File: config.mk
export PLATFORM = sky130hd
export DESIGN_NAME = comparator_bank
export DESIGN_NICKNAME = d
export VERILOG_FILES = /design/src/rtl/comparator_bank.sv
export SDC_FILE = /design/constraint.sdc
export NUM_CORES = 1
export LEC_CHECK = 0
export CORE_UTILIZATION = 47
export DETAILED_ROUTE_END_ITERATION = 6
export PLACE_DENSITY_LB_ADDON = 0.1
export SYNTH_ARGS = -nofsm -noshare
export SYNTH_HDL_FRONTEND = slang
export SYNTH_SLANG_ARGS = --single-unit
File: constraint.sdc
create_clock -name clk -period 3.2 [get_ports clk]
set_input_delay 0.64 -clock clk [delete_from_list [all_inputs] [get_ports clk]]
set_output_delay 0.64 -clock clk [all_outputs]
set_load 0.02 [all_outputs]
File: src/rtl/comparator_bank.sv
// Multi-lane unsigned comparator bank: per-lane GT/GE/EQ/WINDOW compare, debounced over STABLE_CYCLES samples,
// with registered match level, rise/fall pulses and a software-clearable sticky flag.
module comparator_bank #(
  parameter int WIDTH         = 10,
  parameter int CHANNELS      = 4,
  parameter int STABLE_CYCLES = 2
) (
  input  logic                      clk,
  input  logic                      reset,
  input  logic                      sample_en,
  input  logic [1:0]                mode,
  input  logic [CHANNELS*WIDTH-1:0] value_a,
  input  logic [CHANNELS*WIDTH-1:0] value_b,
  input  logic [CHANNELS*WIDTH-1:0] value_hi,
  input  logic [CHANNELS-1:0]       clear_sticky,
  output logic [CHANNELS-1:0]       match,
  output logic [CHANNELS-1:0]       rise,
  output logic [CHANNELS-1:0]       fall,
  output logic [CHANNELS-1:0]       sticky,
  output logic                      any_match
);

  localparam int CW = $clog2(STABLE_CYCLES + 1);
  // Counter value at which the next disagreeing sample completes the run.
  localparam logic [CW-1:0] LAST = CW'(STABLE_CYCLES - 1);

  logic [1:0]                   mode_q;
  logic [CHANNELS-1:0]          match_q, match_d;
  logic [CHANNELS-1:0]          rise_q, rise_d;
  logic [CHANNELS-1:0]          fall_q, fall_d;
  logic [CHANNELS-1:0]          sticky_q, sticky_d;
  logic [CHANNELS-1:0][CW-1:0]  cnt_q, cnt_d;
  logic [CHANNELS-1:0]          cmp;
  logic                         mode_chg;

  for (genvar g = 0; g < CHANNELS; g++) begin : g_lane
    logic [WIDTH-1:0] a, b, hi;
    assign a  = value_a[g*WIDTH +: WIDTH];
    assign b  = value_b[g*WIDTH +: WIDTH];
    assign hi = value_hi[g*WIDTH +: WIDTH];
    // An inverted window (b > hi) can never satisfy both bounds, so it yields 0 naturally.
    assign cmp[g] = (mode == 2'd0) ? (a > b)  :
                    (mode == 2'd1) ? (a >= b) :
                    (mode == 2'd2) ? (a == b) :
                                     ((a >= b) && (a <= hi));
  end

  assign mode_chg = (mode != mode_q);

  always_comb begin
    match_d = match_q;
    cnt_d   = cnt_q;
    rise_d  = '0;
    fall_d  = '0;
    for (int i = 0; i < CHANNELS; i++) begin
      if (mode_chg) begin
        cnt_d[i] = '0;
      end else if (sample_en) begin
        if (cmp[i] == match_q[i]) begin
          cnt_d[i] = '0;
        end else if (cnt_q[i] == LAST) begin
          match_d[i] = cmp[i];
          cnt_d[i]   = '0;
          rise_d[i]  = cmp[i];
          fall_d[i]  = ~cmp[i];
        end else begin
          cnt_d[i] = cnt_q[i] + CW'(1);
        end
      end
    end
    // A rise on the same edge as a clear wins.
    sticky_d = (sticky_q & ~clear_sticky) | rise_d;
  end

  always_ff @(posedge clk) begin
    if (reset) begin
      mode_q   <= '0;
      match_q  <= '0;
      rise_q   <= '0;
      fall_q   <= '0;
      sticky_q <= '0;
      cnt_q    <= '0;
    end else begin
      mode_q   <= mode;
      match_q  <= match_d;
      rise_q   <= rise_d;
      fall_q   <= fall_d;
      sticky_q <= sticky_d;
      cnt_q    <= cnt_d;
    end
  end

  assign match     = match_q;
  assign rise      = rise_q;
  assign fall      = fall_q;
  assign sticky    = sticky_q;
  assign any_match = |match_q;

endmodule

==> metrics.md, run 1 <==
| Metric | Value |
|---|---|
| Status | `completed` |
| Routed Antenna Nets | `0` |
| Netlist cell types | `46` |
| First-pass GRT wire length | `14000 µm` |
| Core area | `6760 µm²` |
| Placed Cells | `645` |
| I/O pins | `146` |
| Seq/Total Area, Yosys | `0.158` |
| RR Endpoint | `match[3]$_SDFFE_PP0P_` |
| Share of the synthesized area in the top cell type | `0.305` |
| Clock sinks | `26` |
| Slowest Stage Delay on Critical Path | `0.49 ns` |
| Worst-margin pin slew | `0.566 ns` |
| Leading post-synthesis cells by cell area | `ha_1 (30%), dfxtp_1 (16%), inv_1 (9.9%)` |
| Post-DP HPWL | `7160 µm` |
| HP Class | `reg2reg` |
| Syn. warnings | `0` |
| Crit-path max FO | `4` |
| Period utilization | `0.861` |
| Crit-path cells | `clkdlybuf4s50_1 -> inv_1 -> ha_1 -> a211oi_2 -> nor2_1 -> a2111oi_0 -> a311oi_1 -> or4_1 -> a21oi_1` |
| Vias per cell | `5.37` |
| Effective utilization at floorplan | `0.486` |
| CP top delay family | `compound AO/OA/AOI/OAI gates` |
| Vias in the first global route | `3320` |
| Hold depth | `2` |
| Worst rel slew slack | `0.618` |
| Routed Wire Length | `8320 µm` |
| Site Rows | `30` |
| Area growth, synth to finish | `48.6%` |
| Power Density | `197 nW/µm²` |
| Most numerous cell in the Yosys netlist | `inv_1` |
| First-pass DRT Iterations | `4` |
| Setup bufs post-CTS | `0` |
| Tmin final | `2.75 ns` |
| Reg-to-reg setup timing slack | `1.58 ns` |
| Worst setup path class | `in2reg` |
| Syn_nets | `630` |
| Yosys reg bits | `26` |
| CTS Buf Count | `3` |
| Final hold vios | `0` |
| Design area | `4880 µm²` |
| Hold_buf cts | `0` |
| Hold path start | `sticky[2]$_SDFF_PP0_` |
| RePlAce Congestion | `0.778` |
| Largest net degree at the start of global routing | `21` |
| Starting DRT DRC Count | `119` |
| Async S/R FF share, synth | `0` |
| Clk pin slew, worst setup/hold paths | `0.08 ns` |
| Slowest stage cell, crit path | `or4_1` |
| Number of H-tree levels | `1` |
| Fin nets | `779` |
| CP startpoint kind | `primary input` |
| Post-Syn Area per Cell | `7.80 µm²` |
| Crit path buf inv count | `2` |
| Synth area leader | `ha_1` |
| F_max | `0.363 GHz` |
| CTS resizes | `0` |
| Tot GR Track Use | `0.228` |
| Die ar. | `7330 µm²` |
| Buffers on Ports | `145` |
| Clock buffer depth | `2` |
| Post-synth EDFFs | `0` |
| Max-Cap Viols | `0` |
| Worst vdd ir | `0.228 mV` |
| Placed cell area | `4840 µm²` |
| Worst Hold Path EP | `sticky[2]$_SDFF_PP0_` |
| Width of the die | `85.6 µm` |
| # diodes | `0` |
| Worst endpoint required time | `3.40 ns` |
| CTS tree | `yes` |
| WL/cell | `12.8 µm` |
| Die height | `85.6 µm` |
| Crit path DAT | `2.95 ns` |
| Post-route setup TNS | `0 ns` |
| Number of setup violations in the final report | `0` |
| Slew Viols, Final | `0` |
| Syn Inst Count | `421` |
| Worst skew pair latency | `0.26 ns` |
| Post-Route Skew | `0.00359 ns` |
| RSZ-0062 raised after global routing | `no` |
| Crit. End Element | `flip-flop` |
| Congestion Overflow GR | `0` |
| Initial antenna violation count | `0` |
| Remaining DRCs | `0` |
| Share of cells above drive strength 1 | `0.0352` |
| P_leak | `2.25 nW` |
| Vias post-DR | `3478` |
| Post-synthesis cell area | `3290 µm²` |
| Worst R2R Start | `mode_q[1]$_SDFF_PP0_` |
| Prevailing post-synth register cell | `dfxtp_1` |
| Root buffer cell | `clkbuf_8` |
| R2R depth | `5` |
| Synth top cells by count | `inv_1 (87), ha_1 (80), dfxtp_1 (26)` |
| Final cell count without fillers | `648` |
-- per-layer routing --
layer | vias up | GRT usage | routed length (µm)
met5 | - | 0 | 0
met4 | 0 | 0.0242 | 34
met3 | 6 | 0.0298 | 435
met2 | 93 | 0.428 | 4080
met1 | 1563 | 0.284 | 3770
li1 | 1816 | - | -
-- cell type report --
cell class / instances / area [µm²]
Clock buffer: 3 / 41.3
Inverter: 87 / 327
Tap cell: 80 / 100
Sequential cell: 26 / 520
Multi-Input combinational cell: 302 / 2410
Timing Repair Buffer: 150 / 1490
Fill cell: 568 / 1870
-- kinds of logic (layout without fill, tap and decap cells) --
family,after synthesis,after routing,synth area share
mux,4,4,0.0122
flops,26,26,0.158
buf+inv,93,240,0.111
fa+ha+maj,80,80,0.305
xor+xnor,2,2,0.00533
simple gates,124,124,0.205
compound gates,92,92,0.204
-- report_power, final --
| part | internal, mW | total, mW | leakage (nW) | switching, mW |
|---|---|---|---|---|
| clock network | 0.0842 | 0.178 | 0.0216 | 0.0942 |
| registers | 0.326 | 0.328 | 0.210 | 0.00209 |
| logic | 0.260 | 0.454 | 2.02 | 0.194 |
| total | 0.670 | 0.960 | 2.25 | 0.290 |
-- metrics by stage --
| step | utilization | hold WS (ns) | power (mW) | worst slack (ns) |
|---|---|---|---|---|
| CTS | 0.723 | 0.463 | 0.969 | 0.458 |
| global placement | 0.717 | 0.436 | 0.773 | 0.268 |
| detailed placement | 0.717 | 0.443 | 0.789 | 0.181 |
| global route | 0.723 | 0.496 | 1.04 | 0.296 |
| finish | 0.723 | 0.463 | 0.960 | 0.445 |
| floorplan | - | 0.490 | 0.559 | 0.852 |
-- placed cells by master, fill, tap and decap left out, types with 3 or more instances in the layout --
cell type	instances
a21oi_1	23
nand2b_1	10
a211oi_2	3
nor3_1	17
nor2_1	18
dfxtp_1	26
nand3b_1	5
o41a_1	4
o41ai_1	3
nand2_1	18
mux2i_1	4
buf_4	5
clkdlybuf4s50_1	145
a311oi_1	3
o211ai_1	5
a21o_1	8
o2111ai_1	3
o21ai_0	17
nand3_1	13
nor2b_1	5
inv_1	87
or3_1	3
ha_1	80
a211oi_1	10
nand4_1	19
or4_1	3
clkbuf_8	3
-- state kept, by name, indices dropped and copies added (netlist names) --
register and cells:
match 4, mode_q 2, rise 4, fall 4
sticky 4, cnt_q 8
-- worst max-delay path by stage --
stage / startpoint / endpoint / cells past startpoint / slack [ns]
floorplan: value_hi[17] / match[1]$_SDFFE_PP0P_ / 8 / 0.85
global placement: value_b[19] / match[1]$_SDFFE_PP0P_ / 9 / 0.27
detailed placement: value_hi[37] / sticky[3]$_SDFF_PP0_ / 9 / 0.18
CTS: value_hi[37] / match[3]$_SDFFE_PP0P_ / 9 / 0.46
global route: value_hi[13] / match[1]$_SDFFE_PP0P_ / 9 / 0.30
finish: value_hi[37] / match[3]$_SDFFE_PP0P_ / 9 / 0.45
-- tightest hold or removal path, stage by stage (launching register included) --
cell and delay, ns:
dfxtp_1 0.32, nand2_1 0.05, o31ai_1 0.05
No activity file was read; power rests on OpenSTA's default activity.
==> run 2, diff against run 1 <==
--- a/config.mk
+++ b/config.mk
@@ -5,8 +5,9 @@
 export SDC_FILE = /design/constraint.sdc
 export NUM_CORES = 1
 export LEC_CHECK = 0
-export CORE_UTILIZATION = 47
+export CORE_UTILIZATION = 50
 export DETAILED_ROUTE_END_ITERATION = 6
+export DONT_BUFFER_PORTS = 1
 export PLACE_DENSITY_LB_ADDON = 0.1
 export SYNTH_ARGS = -nofsm -noshare
 export SYNTH_HDL_FRONTEND = slang
==> constraint.sdc (replaced) <==
create_clock -name clk -period 2.9 [get_ports clk]
set_input_delay 0.58 -clock clk [delete_from_list [all_inputs] [get_ports clk]]
set_output_delay 0.58 -clock clk [all_outputs]
set_load 0.02 [all_outputs]
==> metrics.md, run 2 (synthesis results as in run 1) <==
| Metric | Value |
|---|---|
| Crit. End Element | `flip-flop` |
| WL/cell | `14.2 µm (+10%)` |
| Fin util | `0.539 (-0.184)` |
| Core area | `6350 µm² (-6.0%)` |
| Worst rel slew slack | `0.639 (+0.0210)` |
| Initial antenna violation count | `0 (unchanged)` |
| Routed Wire Length | `7050 µm (-15%)` |
| Width of the die | `83.1 µm (-3.0%)` |
| Slew Viols, Final | `0 (unchanged)` |
| First-pass DRT Iterations | `4 (unchanged)` |
| Design area | `3420 µm² (-30%)` |
| Period utilization | `0.745` |
| Final cell count without fillers | `498 (-23%)` |
| Area growth, synth to finish | `4.07%` |
| Tot GR Track Use | `0.204 (-0.0231)` |
| Number of H-tree levels | `1 (unchanged)` |
| Fin nets | `631 (-19%)` |
| Congestion Overflow GR | `0 (unchanged)` |
| Setup bufs post-CTS | `0 (unchanged)` |
| Vias in the first global route | `2806 (-15%)` |
| Net Sw Power | `0.283 mW (-2.4%)` |
| Setup ws final | `0.738 ns (+0.293 ns)` |
| Effective utilization at floorplan | `0.517 (+0.0311)` |
| Die height | `83.1 µm (-3.0%)` |
| Worst endpoint required time | `3.11 ns (-0.29 ns)` |
| Clk pin slew, worst setup/hold paths | `0.09 ns (about the same)` |
| Crit path DAT | `2.37 ns (-0.58 ns)` |
| RePlAce Congestion | `0.790 (+1.6%)` |
| Most flop-heavy register | `cnt_q` |
| Switching part of the total | `0.315 (+0.0129)` |
| CTS resizes | `0 (unchanged)` |
| Flip-flop count of the largest register after layout | `8 (unchanged)` |
| Flop pwr share | `0.403 (+0.062)` |
| Most common cell after layout, fill and taps aside | `inv_1` |
| Buffers on Ports | `0 (-100%)` |
| Status | `completed` |
| Pint | `0.616 mW (-8.1%)` |
| Die ar. | `6900 µm² (-5.9%)` |
| Placed Cells | `494 (-23%)` |
| HP Class | `in2reg` |
| Power Density | `263 nW/µm² (+34%)` |
| Multi-input gate area | `2410 µm² (unchanged)` |
| Worst vdd ir | `0.243 mV (+6.6%)` |
| Largest net degree at the start of global routing | `19 (-9.5%)` |
| Post-DP HPWL | `6140 µm (-14%)` |
| Worst skew pair latency | `0.27 ns (about the same)` |
| # diodes | `0 (unchanged)` |
| Clock buffer depth | `2 (unchanged)` |
| Share of cells above drive strength 1 | `0.0428 (+0.00754)` |
| Tmin final | `2.16 ns` |
| Worst-margin pin slew | `0.535 ns (-0.0311 ns)` |
| Site Rows | `29 (-3.3%)` |
| Clock sinks | `26 (unchanged)` |
| Max-Cap Viols | `0 (unchanged)` |
| F_max | `0.463 GHz` |
| First-pass GRT wire length | `12000 µm (-14%)` |
| Vias post-DR | `2893 (-17%)` |
| Worst hold margin | `0.370 ns (-0.0928 ns)` |
| P_leak | `1.69 nW (-25%)` |
| Post-Route Skew | `0.00164 ns (-0.00195 ns)` |
| Root buffer cell | `clkbuf_8` |
| Routed Antenna Nets | `0 (unchanged)` |
| Pre-CTS setup slack | `0.447 ns (+0.267 ns)` |
| Placed cell area | `3360 µm² (-31%)` |
| Post-route setup TNS | `0 ns (unchanged)` |
| Total Power | `0.899 mW (-6.4%)` |
| Starting DRT DRC Count | `66 (-45%)` |
| Number of setup violations in the final report | `0 (unchanged)` |
| Gate power share | `0.337 (-0.136)` |
| Commonest cells after routing, fill and taps aside | `inv_1 (87), ha_1 (80), dfxtp_1 (26), a21oi_1 (23), nand4_1 (19)` |
| Hold_buf cts | `0 (unchanged)` |
| Crit-path max FO | `3 (-1)` |
| CTS tree | `yes` |
| Vias per cell | `5.81 (+8.2%)` |
| RSZ-0062 raised after global routing | `no` |
| Remaining DRCs | `0 (unchanged)` |
| Clock network power share | `0.261 (+0.075)` |
| Fillcell total | `619 (+9.0%)` |
| CP startpoint kind | `primary input` |
| I/O pins | `146 (unchanged)` |
| Register Area | `520 µm² (unchanged)` |
| Worst setup path class | `in2reg` |
| CTS Buf Count | `3 (unchanged)` |
| Final hold vios | `0 (unchanged)` |
## run 2: routing by layer
layer  part of all wire  global-route usage
met4             0.0011              0.0141
met1               0.46               0.261
met2               0.49               0.363
met3              0.053              0.0487
met5                  0                   0
## run 2: power groups by stage
stage,sequential (mW),clock (mW),combinational (mW)
2_1_floorplan,0.370,0,0.247
3_3_place_gp,0.370,0,0.293
3_5_place_dp,0.370,0,0.304
4_1_cts,0.362,0.242,0.306
5_1_grt,0.363,0.258,0.355
6_report,0.362,0.235,0.303
## run 2: worst max-delay path, stage by stage
cell and delay, ns:
inv_1 0.02, ha_1 0.30, a21oi_1 0.14, o21ai_0 0.13, a2111oi_2 0.42, a311oi_1 0.12, or4_1 0.51, a21oi_1 0.13
## run 2: layout make-up
cell class / instances / area share
timing repair buffer: 2 / 0.00439
multi-input combinational: 302 / 0.704
clock buffer: 4 / 0.0161
inverter: 87 / 0.0955
tap: 77 / 0.0282
sequential: 26 / 0.152
## run 2: final timing paths
| check | slack, ns | startpoint | endpoint | depth (start not counted) |
|---|---|---|---|---|
| max | 0.74 | value_hi[15] | match[1]$_SDFFE_PP0P_ | 8 |
| min | 0.37 | reset | mode_q[0]$_SDFF_PP0_ | 1 |
| max reg2reg | 1.31 | mode_q[1]$_SDFF_PP0_ | fall[1]$_SDFF_PP0_ | 5 |
| min reg2reg | 0.53 | cnt_q[3]$_SDFFE_PP0P_ | cnt_q[3]$_SDFFE_PP0P_ | 2 |
